### src/rtl/regfile_wb_arbiter.sv
// Write-back arbiter for the register file's single write port: three one-deep
// request slots drained round-robin into a registered write port, plus a pending-write scoreboard.
module regfile_wb_arbiter #(
  parameter int DW = 32,
  parameter int AW = 5
) (
  input  logic               Clk,
  input  logic               Clr,
  input  logic               V0,
  input  logic               V1,
  input  logic               V2,
  input  logic [AW-1:0]      A0,
  input  logic [AW-1:0]      A1,
  input  logic [AW-1:0]      A2,
  input  logic [DW-1:0]      D0,
  input  logic [DW-1:0]      D1,
  input  logic [DW-1:0]      D2,
  output logic               R0,
  output logic               R1,
  output logic               R2,
  output logic               We,
  output logic [AW-1:0]      Wr,
  output logic [DW-1:0]      D,
  output logic [2:0]         Gnt,
  output logic [2**AW-1:0]   Pend
);

  logic [2:0]    req_v;
  logic [AW-1:0] req_a [3];
  logic [DW-1:0] req_d [3];

  logic [2:0]    full_q;
  logic [AW-1:0] addr_q [3];
  logic [DW-1:0] data_q [3];
  logic [1:0]    ptr_q, ptr_d;

  logic [2:0]    sel;
  logic [2:0]    ready;
  logic [2:0]    xfer;
  logic          grant;
  logic [AW-1:0] sel_addr;
  logic [DW-1:0] sel_data;

  assign req_v    = {V2, V1, V0};
  assign req_a[0] = A0;
  assign req_a[1] = A1;
  assign req_a[2] = A2;
  assign req_d[0] = D0;
  assign req_d[1] = D1;
  assign req_d[2] = D2;

  // A slot being drained this cycle can accept its replacement on the same edge.
  assign ready = ~full_q | sel;
  assign xfer  = req_v & ready;
  assign {R2, R1, R0} = ready;

  // NOTE: every output of a combinational block gets a default before any branch, so no latch is inferred.
  always_comb begin
    sel = '0;
    unique case (ptr_q)
      2'd1: begin
        sel[1] = full_q[1];
        sel[2] = full_q[2] & ~full_q[1];
        sel[0] = full_q[0] & ~full_q[1] & ~full_q[2];
      end
      2'd2: begin
        sel[2] = full_q[2];
        sel[0] = full_q[0] & ~full_q[2];
        sel[1] = full_q[1] & ~full_q[2] & ~full_q[0];
      end
      default: begin
        sel[0] = full_q[0];
        sel[1] = full_q[1] & ~full_q[0];
        sel[2] = full_q[2] & ~full_q[0] & ~full_q[1];
      end
    endcase
  end

  assign grant = |sel;

  always_comb begin
    ptr_d = ptr_q;
    if (sel[0])      ptr_d = 2'd1;
    else if (sel[1]) ptr_d = 2'd2;
    else if (sel[2]) ptr_d = 2'd0;
  end

  // sel is one-hot or zero, so an AND-OR mux picks the winner's contents.
  always_comb begin
    sel_addr = '0;
    sel_data = '0;
    for (int i = 0; i < 3; i++) begin
      sel_addr = sel_addr | ({AW{sel[i]}} & addr_q[i]);
      sel_data = sel_data | ({DW{sel[i]}} & data_q[i]);
    end
  end

  // NOTE: sequential state uses non-blocking assignments so every register samples pre-edge values.
  always_ff @(posedge Clk or posedge Clr) begin
    if (Clr) begin
      full_q <= '0;
      ptr_q  <= 2'd0;
    end else begin
      ptr_q <= ptr_d;
      for (int i = 0; i < 3; i++) begin
        if (xfer[i])     full_q[i] <= 1'b1;
        else if (sel[i]) full_q[i] <= 1'b0;
      end
    end
  end

  // NOTE: slot address/data are left unreset; they are only observed while full_q is set.
  always_ff @(posedge Clk) begin
    for (int i = 0; i < 3; i++) begin
      if (xfer[i]) begin
        addr_q[i] <= req_a[i];
        data_q[i] <= req_d[i];
      end
    end
  end

  always_ff @(posedge Clk or posedge Clr) begin
    if (Clr) begin
      We  <= 1'b0;
      Wr  <= '0;
      D   <= '0;
      Gnt <= '0;
    end else if (grant) begin
      We  <= (sel_addr != '0);
      Wr  <= sel_addr;
      D   <= sel_data;
      Gnt <= sel;
    end else begin
      We  <= 1'b0;
      Gnt <= '0;
    end
  end

  // Scoreboard sees only registered state, so it never depends on this cycle's requests.
  always_comb begin
    Pend = '0;
    for (int i = 0; i < 3; i++) begin
      if (full_q[i]) Pend[addr_q[i]] = 1'b1;
    end
    if (We) Pend[Wr] = 1'b1;
    Pend[0] = 1'b0;
  end

endmodule

### config.mk
export PLATFORM = sky130hd
export DESIGN_NAME = regfile_wb_arbiter
export DESIGN_NICKNAME = d
export VERILOG_FILES = /design/src/rtl/regfile_wb_arbiter.sv
export SDC_FILE = /design/constraint.sdc
export NUM_CORES = 1
export LEC_CHECK = 0
export ABC_CLOCK_PERIOD_IN_PS = 2500
export CAP_MARGIN = 0
export CORE_UTILIZATION = 30
export DETAILED_ROUTE_END_ITERATION = 8
export SYNTH_ARGS = -nofsm -noshare
export SYNTH_HDL_FRONTEND = slang
export SYNTH_SLANG_ARGS = --single-unit
### constraint.sdc
create_clock -name Clk -period 2.5 [get_ports Clk]
set_clock_uncertainty 0.15 [all_clocks]
set_input_delay 0.25 -clock Clk [delete_from_list [all_inputs] [get_ports Clk]]
set_output_delay 0.25 -clock Clk [all_outputs]
set_load 0.02 [all_outputs]
==> impl_results.md <==
* Share of cells above drive strength 1 at 19.3%
* Pre-CTS setup slack at 0.0268 ns
* Arrival @ worst endpoint at 2.02 ns
* Largest net degree at the start of global routing at 47
* VDD IR max at 0.664 mV
* Die ar. at 0.0227 mm²
* Worst EP required at 2.10 ns
* Clock sinks at 157
* Mux contribution to synthesized area at 0%
* Mapped cell area at 0.00663 mm²
* Die Ht at 151 µm
* Residual DRC at 0
* First-pass GRT wire length at 31900 µm
* Clock Latency Late Sink at 0.42 ns
* Fin crit period at 2.42 ns
* CP Class: reg2out
* Starting density of the core at 30.5%
* Xor and xnor fraction of the mapped netlist area at 0%
* Ports at 192
* Compound-cell area share of the yosys netlist at 17.6%
* CP Max Fanout at 7
* Syn avg cell area at 13.1 µm²
* Synth unique cells at 51
* First-pass DRT Iterations at 7
* Total global routing overflow at 0
* Slew headroom at 55.4%
* Vias in the first global route at 5541
* Initial antenna violation count at 1
* Wirelength per Cell at 20.7 µm
* Largest cells by area after synthesis: edfxtp_1, dfrtp_1, a222oi_1
* Asr flop ratio synth at 29.3%
* P_leak at 0.00375 µW
* FF+latch count, synth at 157
* Top cells by count, synth: edfxtp_1, dfrtp_1, inv_1
* Synth Area in Simple Gates at 9.19%
* Number of synthesized flops with an enable pin at 111
* GPL Wtd Cong at 0.884
* Num CTS Buffers at 17
* Core box area at 0.0218 mm²
* Max-capacitance violation count at 0
* Min setup slack post-route at 0.0826 ns
* Antenna-violating nets left at 0
* First DRT Iteration DRCs at 489
* Port bufs at 190
* Hold WC Path Type: in2async
* Top-area cell type share of the netlist area at 50.3%
* TritonCTS clock tree: built
* Actual slew at the worst max-slew pin at 0.669 ns
* Area delta synth->final at 48.8%
* Root buffer cell: clkbuf_16
* H-tree levels at 4
* Via count at 5389
* Final period utilization at 96.7%
* Final net count at 857
* Gr usage total at 19.1%
* Pwr dens at 1470 mW/mm²
* CP Launch Type: register
* Post-synthesis cell count at 505
* Endpoints failing hold at 0
* Status: finished, final reports clean
* Die width at 151 µm
* Setup violators final at 0
* Fillers at 1978
* Ys Warns at 0
* Adder-cell share of the synthesized area at 0.377%
* Area leader, netlist: edfxtp_1
* DR vias/cell at 5.22
* Design Power at 14500 µW
* Post-synthesis sequential area ratio at 67.6%
* WL final at 21300 µm
* Max frequency at 0.414 GHz
* Max-slew violation count at 0
* Max clock buf depth at 2
* Ys flop type: edfxtp_1
* Detailed placement HPWL at 14500 µm
* Worst-path clk slew at 0.06 ns
* Net Count, Synth at 623
* FP Rows at 54
* Critical path endpoint category: primary output
* Combinational family with the most area after synthesis: compound AO/OA/AOI/OAI gates
* Most instantiated library cell after synthesis: edfxtp_1
## timing repair
item | 4_1_cts | 5_1_grt
endpoints found under the setup margin | 34 | 52
pin swaps | 1 | 4
hold buffers | 0 | 0
resized for setup | 56 | 55
setup buffers | 9 | 13
## power by group
| part | internal [µW] | switching [µW] |
|---|---|---|
| Clock | 1590 | 1080 |
| Sequential | 4020 | 555 |
| Combinational | 3030 | 4230 |
## through the flow
stage	TNS (ns)	cells	utilization (%)	area (µm²)	hold slack, ns
5_1_grt	-0.00165	1032	45.3	9860	0.210
4_1_cts	0	1019	45.1	9810	0.194
2_1_floorplan	0	505	-	6630	0.199
3_5_place_dp	0	978	41.9	9110	0.322
3_3_place_gp	0	978	41.9	9110	0.308
6_report	0	1033	45.3	9860	0.187
## cell families after synthesis
logic type      after synthesis
flops                       157
compound gates              149
simple gates                114
buf+inv                      82
fa+ha+maj                     2
other cells                   1
## final timing paths
path | start | end | slack (ns) | cells past startpoint
worst min-delay path | Clr | D[17] | 0.19 | 3
max in group asynchronous | Clr | D[3] | 1.56 | 3
worst max register to register | ptr_q[0] | D[10] | 0.18 | 9
min in group Clk | D1[1] | data_q[0][33] | 0.23 | 1
worst min register to register | data_q[0][38] | D[6] | 0.33 | 2
worst max-delay path | addr_q[0][14] | Pend[31] | 0.08 | 4
## final cells by class
type / instances / area, µm² / share of cell area [%]
inverters: 48 / 180 / 1.83
diodes: 1 / 2.50 / 0.0254
well taps: 280 / 350 / 3.55
repair buffers: 249 / 2330 / 23.6
multi-input cells: 266 / 1910 / 19.3
clock inverters: 14 / 185 / 1.88
flip-flops and latches: 157 / 4480 / 45.5
clock buffers: 18 / 429 / 4.35
## critical path, cell delays in order, from the launching register on
cell and delay, ns:
edfxtp_1 0.52, buf_4 0.19, and3_1 0.22, a221o_1 0.36
clkdlybuf4s15_1 0.31
## flip-flops by register name, summed over array words and instances (netlist names)
| name | count |
|---|---|
| D | 32 |
| Gnt | 3 |
| We | 1 |
| Wr | 5 |
| addr_q | 15 |
| data_q | 96 |
| full_q | 3 |
| ptr_q | 2 |
## metal layers
layer / part of all wire, % / vias to the layer above / GRT usage (%)
met5: 0 / - / 0
met4: 1.9 / 0 / 7.00
met3: 8.3 / 30 / 5.12
met2: 49 / 285 / 31.3
met1: 41 / 2627 / 24.0
li1: - / 2447 / -
## cells in the final DEF, fill, tap and decap left out, types with 3 or more instances in the layout
cell / count
a21oi_1: 17
a221o_1: 7
a222oi_1: 37
a22oi_1: 4
and2_2: 4
buf_12: 7
buf_4: 51
bufinv_16: 3
clkbuf_16: 17
clkbuf_2: 19
clkdlybuf4s15_1: 5
clkdlybuf4s50_1: 156
clkinvlp_4: 5
dfrtp_1: 46
dlygate4sd2_1: 8
edfxtp_1: 111
inv_1: 44
inv_2: 4
inv_6: 3
nand2_1: 18
nand2b_1: 5
nand3_1: 11
nand3b_1: 7
nor2_1: 28
nor3_1: 8
nor3b_2: 3
o211ai_1: 5
o21ai_0: 23
o21ai_1: 12
o221ai_1: 15
o22ai_1: 8
o32a_1: 3
or2_2: 3
or3_1: 4
or3b_2: 3
No activity file was read; power rests on OpenSTA's default activity.
